**config.mk**
```make
export PLATFORM = sky130hd
export DESIGN_NAME = multi_tick_divider
export DESIGN_NICKNAME = d
export VERILOG_FILES = /design/src/rtl/multi_tick_divider.sv
export SDC_FILE = /design/constraint.sdc
export NUM_CORES = 1
export LEC_CHECK = 0
export BUFFER_PORTS_ARGS = -buffer_cell sky130_fd_sc_hd__buf_2
export CAP_MARGIN = 20
export CELL_PAD_IN_SITES_DETAIL_PLACEMENT = 1
export CELL_PAD_IN_SITES_GLOBAL_PLACEMENT = 2
export CORE_ASPECT_RATIO = 0.5
export CORE_MARGIN = 2
export CORE_UTILIZATION = 40
export CTS_BUF_LIST = sky130_fd_sc_hd__clkbuf_2 sky130_fd_sc_hd__clkbuf_4 sky130_fd_sc_hd__clkbuf_8
export DETAILED_ROUTE_END_ITERATION = 6
export HOLD_SLACK_MARGIN = 0.02
export PLACE_DENSITY = 0.84
export SLEW_MARGIN = 10
export SYNTH_ARGS = -nofsm -noshare
export SYNTH_HDL_FRONTEND = slang
export SYNTH_SLANG_ARGS = --single-unit
```
**constraint.sdc**
```tcl
create_clock -name clk_in -period 8.9 [get_ports clk_in]
set_clock_uncertainty 0.1 [all_clocks]
set_input_delay 0.445 -clock clk_in [delete_from_list [all_inputs] [get_ports clk_in]]
set_output_delay 0.445 -clock clk_in [all_outputs]
set_load 0.02 [all_outputs]
```
**src/rtl/multi_tick_divider.sv**
```systemverilog
// multi_tick_divider
//   Multi-channel programmable tick divider. Each channel divides clk_in by
//   (D+1) and emits a registered one-cycle tick per period. Divisor writes are
//   double-buffered and only take effect at a period boundary, on a disabled
//   channel's next edge, or on sync_restart, so a running channel never sees
//   a truncated or stretched period.
//
//   Optional feature macro: MULTI_TICK_DIVIDER_SQUARE_EN
//     defined   -> per-channel 50% duty square output (toggles on each tick)
//     undefined -> sq_out is tied to 0; tick/write/restart unchanged
//
//   Reset: rst, asynchronous, active-high. Clock: clk_in, rising edge.

module multi_tick_divider #(
    parameter int                CHANNELS    = 2,
    parameter int                WIDTH       = 16,
    parameter int                SEL_W       = 1,
    parameter logic [WIDTH-1:0]  DEFAULT_DIV = WIDTH'(1)
) (
    input  logic                 clk_in,
    input  logic                 rst,
    input  logic [CHANNELS-1:0]  enable,
    input  logic                 sync_restart,
    input  logic                 div_wr,
    input  logic [SEL_W-1:0]     div_sel,
    input  logic [WIDTH-1:0]     div_data,
    output logic [CHANNELS-1:0]  tick_out,
    output logic [CHANNELS-1:0]  sq_out,
    output logic [CHANNELS-1:0]  pending_out
);

    // Write select widened once so it can be compared against any channel
    // index. A select that matches no channel (>= CHANNELS) simply hits
    // nothing, which is how out-of-range writes are ignored.
    logic [31:0] w_sel_ext;
    assign w_sel_ext = 32'(div_sel);

    for (genvar ch = 0; ch < CHANNELS; ch++) begin : g_ch

        // Registered channel state
        logic [WIDTH-1:0] r_cnt;
        logic [WIDTH-1:0] r_div_act;
        logic [WIDTH-1:0] r_div_pend;
        logic             r_pend_v;
        logic             r_tick;

        // Decoded per-channel conditions and next-state values
        logic             w_wr_hit;
        logic             w_terminal;
        logic             w_apply;
        logic [WIDTH-1:0] w_cnt_nxt;
        logic [WIDTH-1:0] w_div_act_nxt;
        logic [WIDTH-1:0] w_div_pend_nxt;
        logic             w_pend_v_nxt;
        logic             w_tick_nxt;

        assign w_wr_hit   = div_wr && (w_sel_ext == 32'(ch));
        // The counter never passes div_act, so equality is the only
        // terminal condition; a larger divisor can never be skipped over.
        assign w_terminal = (r_cnt == r_div_act);

        // Counter, tick and apply decision; sync_restart outranks enable
        // and terminal count.
        always_comb begin
            // NOTE: every signal written here gets a default first, so no
            // path through the branches can leave it unassigned (no latch).
            w_cnt_nxt  = r_cnt;
            w_tick_nxt = 1'b0;
            w_apply    = 1'b0;

            if (sync_restart) begin
                w_cnt_nxt = '0;
                w_apply   = r_pend_v;
            end else if (enable[ch]) begin
                if (w_terminal) begin
                    w_cnt_nxt  = '0;
                    w_tick_nxt = 1'b1;
                    w_apply    = r_pend_v;
                end else begin
                    w_cnt_nxt  = r_cnt + 1'b1;
                end
            end else if (r_pend_v) begin
                // A stopped channel has no period to protect, so a pending
                // divisor is taken immediately and the phase restarts at 0.
                w_cnt_nxt = '0;
                w_apply   = 1'b1;
            end
        end

        // Divisor double-buffer: the apply always uses the value pending
        // before this edge; a write on the same edge refills the buffer.
        always_comb begin
            w_div_act_nxt  = w_apply ? r_div_pend : r_div_act;
            w_div_pend_nxt = r_div_pend;
            w_pend_v_nxt   = r_pend_v && !w_apply;

            if (w_wr_hit) begin
                w_div_pend_nxt = div_data;
                w_pend_v_nxt   = 1'b1;
            end
        end

        // Channel state register
        always_ff @(posedge clk_in or posedge rst) begin
            // NOTE: sequential state uses non-blocking assignments so every
            // flop samples pre-edge values regardless of block ordering.
            if (rst) begin
                r_cnt      <= '0;
                r_div_act  <= DEFAULT_DIV;
                r_div_pend <= DEFAULT_DIV;
                r_pend_v   <= 1'b0;
                r_tick     <= 1'b0;
            end else begin
                r_cnt      <= w_cnt_nxt;
                r_div_act  <= w_div_act_nxt;
                r_div_pend <= w_div_pend_nxt;
                r_pend_v   <= w_pend_v_nxt;
                r_tick     <= w_tick_nxt;
            end
        end

        assign tick_out[ch]    = r_tick;
        assign pending_out[ch] = r_pend_v;

`ifdef MULTI_TICK_DIVIDER_SQUARE_EN
        logic r_sq;

        // Square output: cleared by restart, toggled on each enabled
        // terminal count, held while the channel is disabled.
        always_ff @(posedge clk_in or posedge rst) begin
            if (rst) begin
                r_sq <= 1'b0;
            end else if (sync_restart) begin
                r_sq <= 1'b0;
            end else if (enable[ch] && w_terminal) begin
                r_sq <= ~r_sq;
            end
        end

        assign sq_out[ch] = r_sq;
`else
        assign sq_out[ch] = 1'b0;
`endif

    end : g_ch

endmodule : multi_tick_divider

```
==> flow_summary.toml <==
[run_status]
status = "finished clean"

[timing]
hold_viol = 0
final-max-slew-violation-count = 0
worst_pin_slew_ps = 1040
fmax_ghz = 0.393
finalCriticalPeriod_ps = 2540
setup_tns_ps = 0
setup_ws_ps = 6360
relSlewSlack_pct = 31.0
rsz0062_at_grt = "no"
setup_viol = 0
fin_crit_sh_pct = 28.6

[power]
vdd_ir_drop_max_v = 0.0000683
p_leak_nw = 2.23
p_total_mw = 0.994
cellPowerDensity_nw_per_um2 = 198

[critical_path]
worstSetupPathType = "flip-flop to flip-flop"
cp-start-kind = "flip-flop"
critPathRequiredTime_ps = 9010
cp-end-kind = "flip-flop"
worstPathCellList = "xor2_1 -> nor4_1 -> nand4_2 -> a21oi_1 -> nor2_1"
crit_path_max_incr_delay_ps = 880
cp_slowest_cell = "a21oi_1"
cp.arrival_ps = 2650
crit_start = "g_ch[1].r_cnt[12]"
r2r-start = "g_ch[1].r_cnt[12]"
crit_fanout = 13

[placement]
io_buffers = 26
post-place-ws_ps = 6390
dp_hpwl_mm = 6.91
place.gp.congestion = 0.857
dp_cells = 525

[global_routing]
overflow = 0
grt_usage_pct = 16.6
grt_pass1_vias = 3086
grt_first_pass_wirelength_mm = 15.9
antenna_found_initial = 0
grt_max_degree = 80

[final_layout]
nets = 417
n_fill_cell = 1161
final_cells = 542
insertedDiodeCount = 0
drive_gt1_share_pct = 31.2
area_delta_synth_final_pct = 8.61

[drt]
via_per_inst = 5.13
dr.first_iter.drc_count = 91
wl_mm = 9.36
wl_per_cell_um = 17.3
vias = 2779
post-route-drc-count = 0
dr.pass1.iters = 4
antenna_left = 0

[floorplanning]
core_area_um2 = 11100
die_width_um = 156
rows = 27
dieArea_um2 = 12500
boundaryPins = 29
die_height_um = 80
start_util_pct = 41.6

[yosys]
netlist.area_leader.share_pct = 52.0
synthTopCellsByCount = "dfrtp_1, mux2_2, xor2_1"
yosysMostFrequentCell = "dfrtp_1"
synth-seq-cells = 100
syn_area_per_cell_um2 = 12.6
synth_area_um2 = 4620
synth_area_leader_cell = "dfrtp_1"
ys.flop_type = "dfrtp_1"
synth_edf_count = 0
synth_area_leaders = "dfrtp_1, mux2_2, xor2_1"
ys_warn_count = 0
async_flop_share_pct = 100
synthCells = 367
ys_seq_area_share_pct = 54.3
ys_types = 42

[clock_tree]
cts-root-buf = "clkbuf_8"
htree_levels = 3
numCtsBuffers = 9
cts_setup_buffers = 0
postCtsHoldBufs = 1
cts_resized = 0
cts_tree = "built"
clock_path_buffers = 2
path_clk_slew_ps = 100
clk_latency_ps = 370
cts_sinks = 100

[hold_path]
min_path_type = "input pin to flip-flop"
worstHoldStart = "div_data[3]"

[flow_run]
maxCapViolations = 0
==> metrics by stage <==
step / util [%] / hold WS [ps] / area, µm²
final: 45.2 / 224 / 5020
after global routing: 45.2 / 210 / 5020
after CTS: 45.2 / 205 / 5020
after detailed placement: 43.5 / 321 / 4830
after global placement: 43.5 / 315 / 4830
after floorplan: - / 375 / 4620
==> power by group <==
part	internal (mW)	switching (mW)
clock	0.109	0.155
combinational	0.0889	0.0681
sequential	0.523	0.0494
==> layout by cell type (no fill, tap or decap), drive strengths merged, types with 2 or more instances in the layout <==
master / n
xor2: 42
o21ai: 5
inv: 5
dfrtp: 96
nand3: 10
nand2: 18
clkinv: 2
and3: 2
mux2: 65
nor2: 35
nor3: 6
a22o: 3
ha: 2
dfstp: 4
nand4b: 2
clkinvlp: 2
xnor2: 13
and4: 3
clkbuf: 11
nor3b: 4
a21oi: 3
nor2b: 4
nand2b: 3
nor4: 11
a21bo: 2
buf: 27
conb: 2
o31ai: 2
nand4: 7
==> sequential cells by signal (all words and copies together), names as in the netlist <==
register,count
g_ch.r_div_pend,32
g_ch.r_div_act,32
g_ch.r_cnt,32
g_ch.r_pend_v,2
g_ch.r_tick,2
==> critical path: cells and delay by family, from the launching register on <==
kind | cells | cell delay [ps]
AOI/OAI and AO/OA | 1 | 880
xor gates and xnor gates | 1 | 170
DFF | 1 | 420
and+or+nand+nor | 3 | 810
==> layout make-up <==
type	instances	area (µm²)	share of cell area, %
Clock buffer	11	139	2.77
Sequential cell	100	2510	50.0
Timing Repair Buffer	28	148	2.94
Multi-Input combinational cell	249	1990	39.6
Inverter	4	17.5	0.349
Tap cell	145	181	3.62
Clock inverter	5	37.5	0.748
==> path summary, 6_finish.rpt <==
check                                        endpoint  slack [ps]  cells past startpoint
worst max-delay path                g_ch[1].r_cnt[12]        6360                      5
worst min-delay path            g_ch[1].r_div_pend[3]         220                      2
worst max register to register      g_ch[1].r_cnt[12]        6360                      5
worst min register to register   g_ch[1].r_div_act[4]         410                      1
max in group asynchronous        g_ch[0].r_div_act[2]        6960                      4
min in group asynchronous            g_ch[0].r_cnt[4]         460                      3
==> cells by family (layout without fill, tap and decap cells) <==
logic type,count (synthesis),in the layout,share of synthesized area [%]
AOI/OAI and AO/OA,17,17,2.74
muxes,65,65,16.7
other,1,2,0.0812
DFF,100,100,54.3
xor gates and xnor gates,55,55,10.4
buffers and inverters,19,48,2.79
and+or+nand+nor,108,108,12.5
adders and majority gates,2,2,0.541
==> per-layer routing <==
metal  vias up  share of wire [%]  wire (µm)  GRT usage (%)
met5         -                  0          0              0
met4         0                2.1        192           6.06
met3        17                2.0        186           3.96
met2        27                 49       4590           28.2
met1      1426                 47       4390           20.9
li1       1309                  -          -              -
Power figures use the tool's default switching activity.
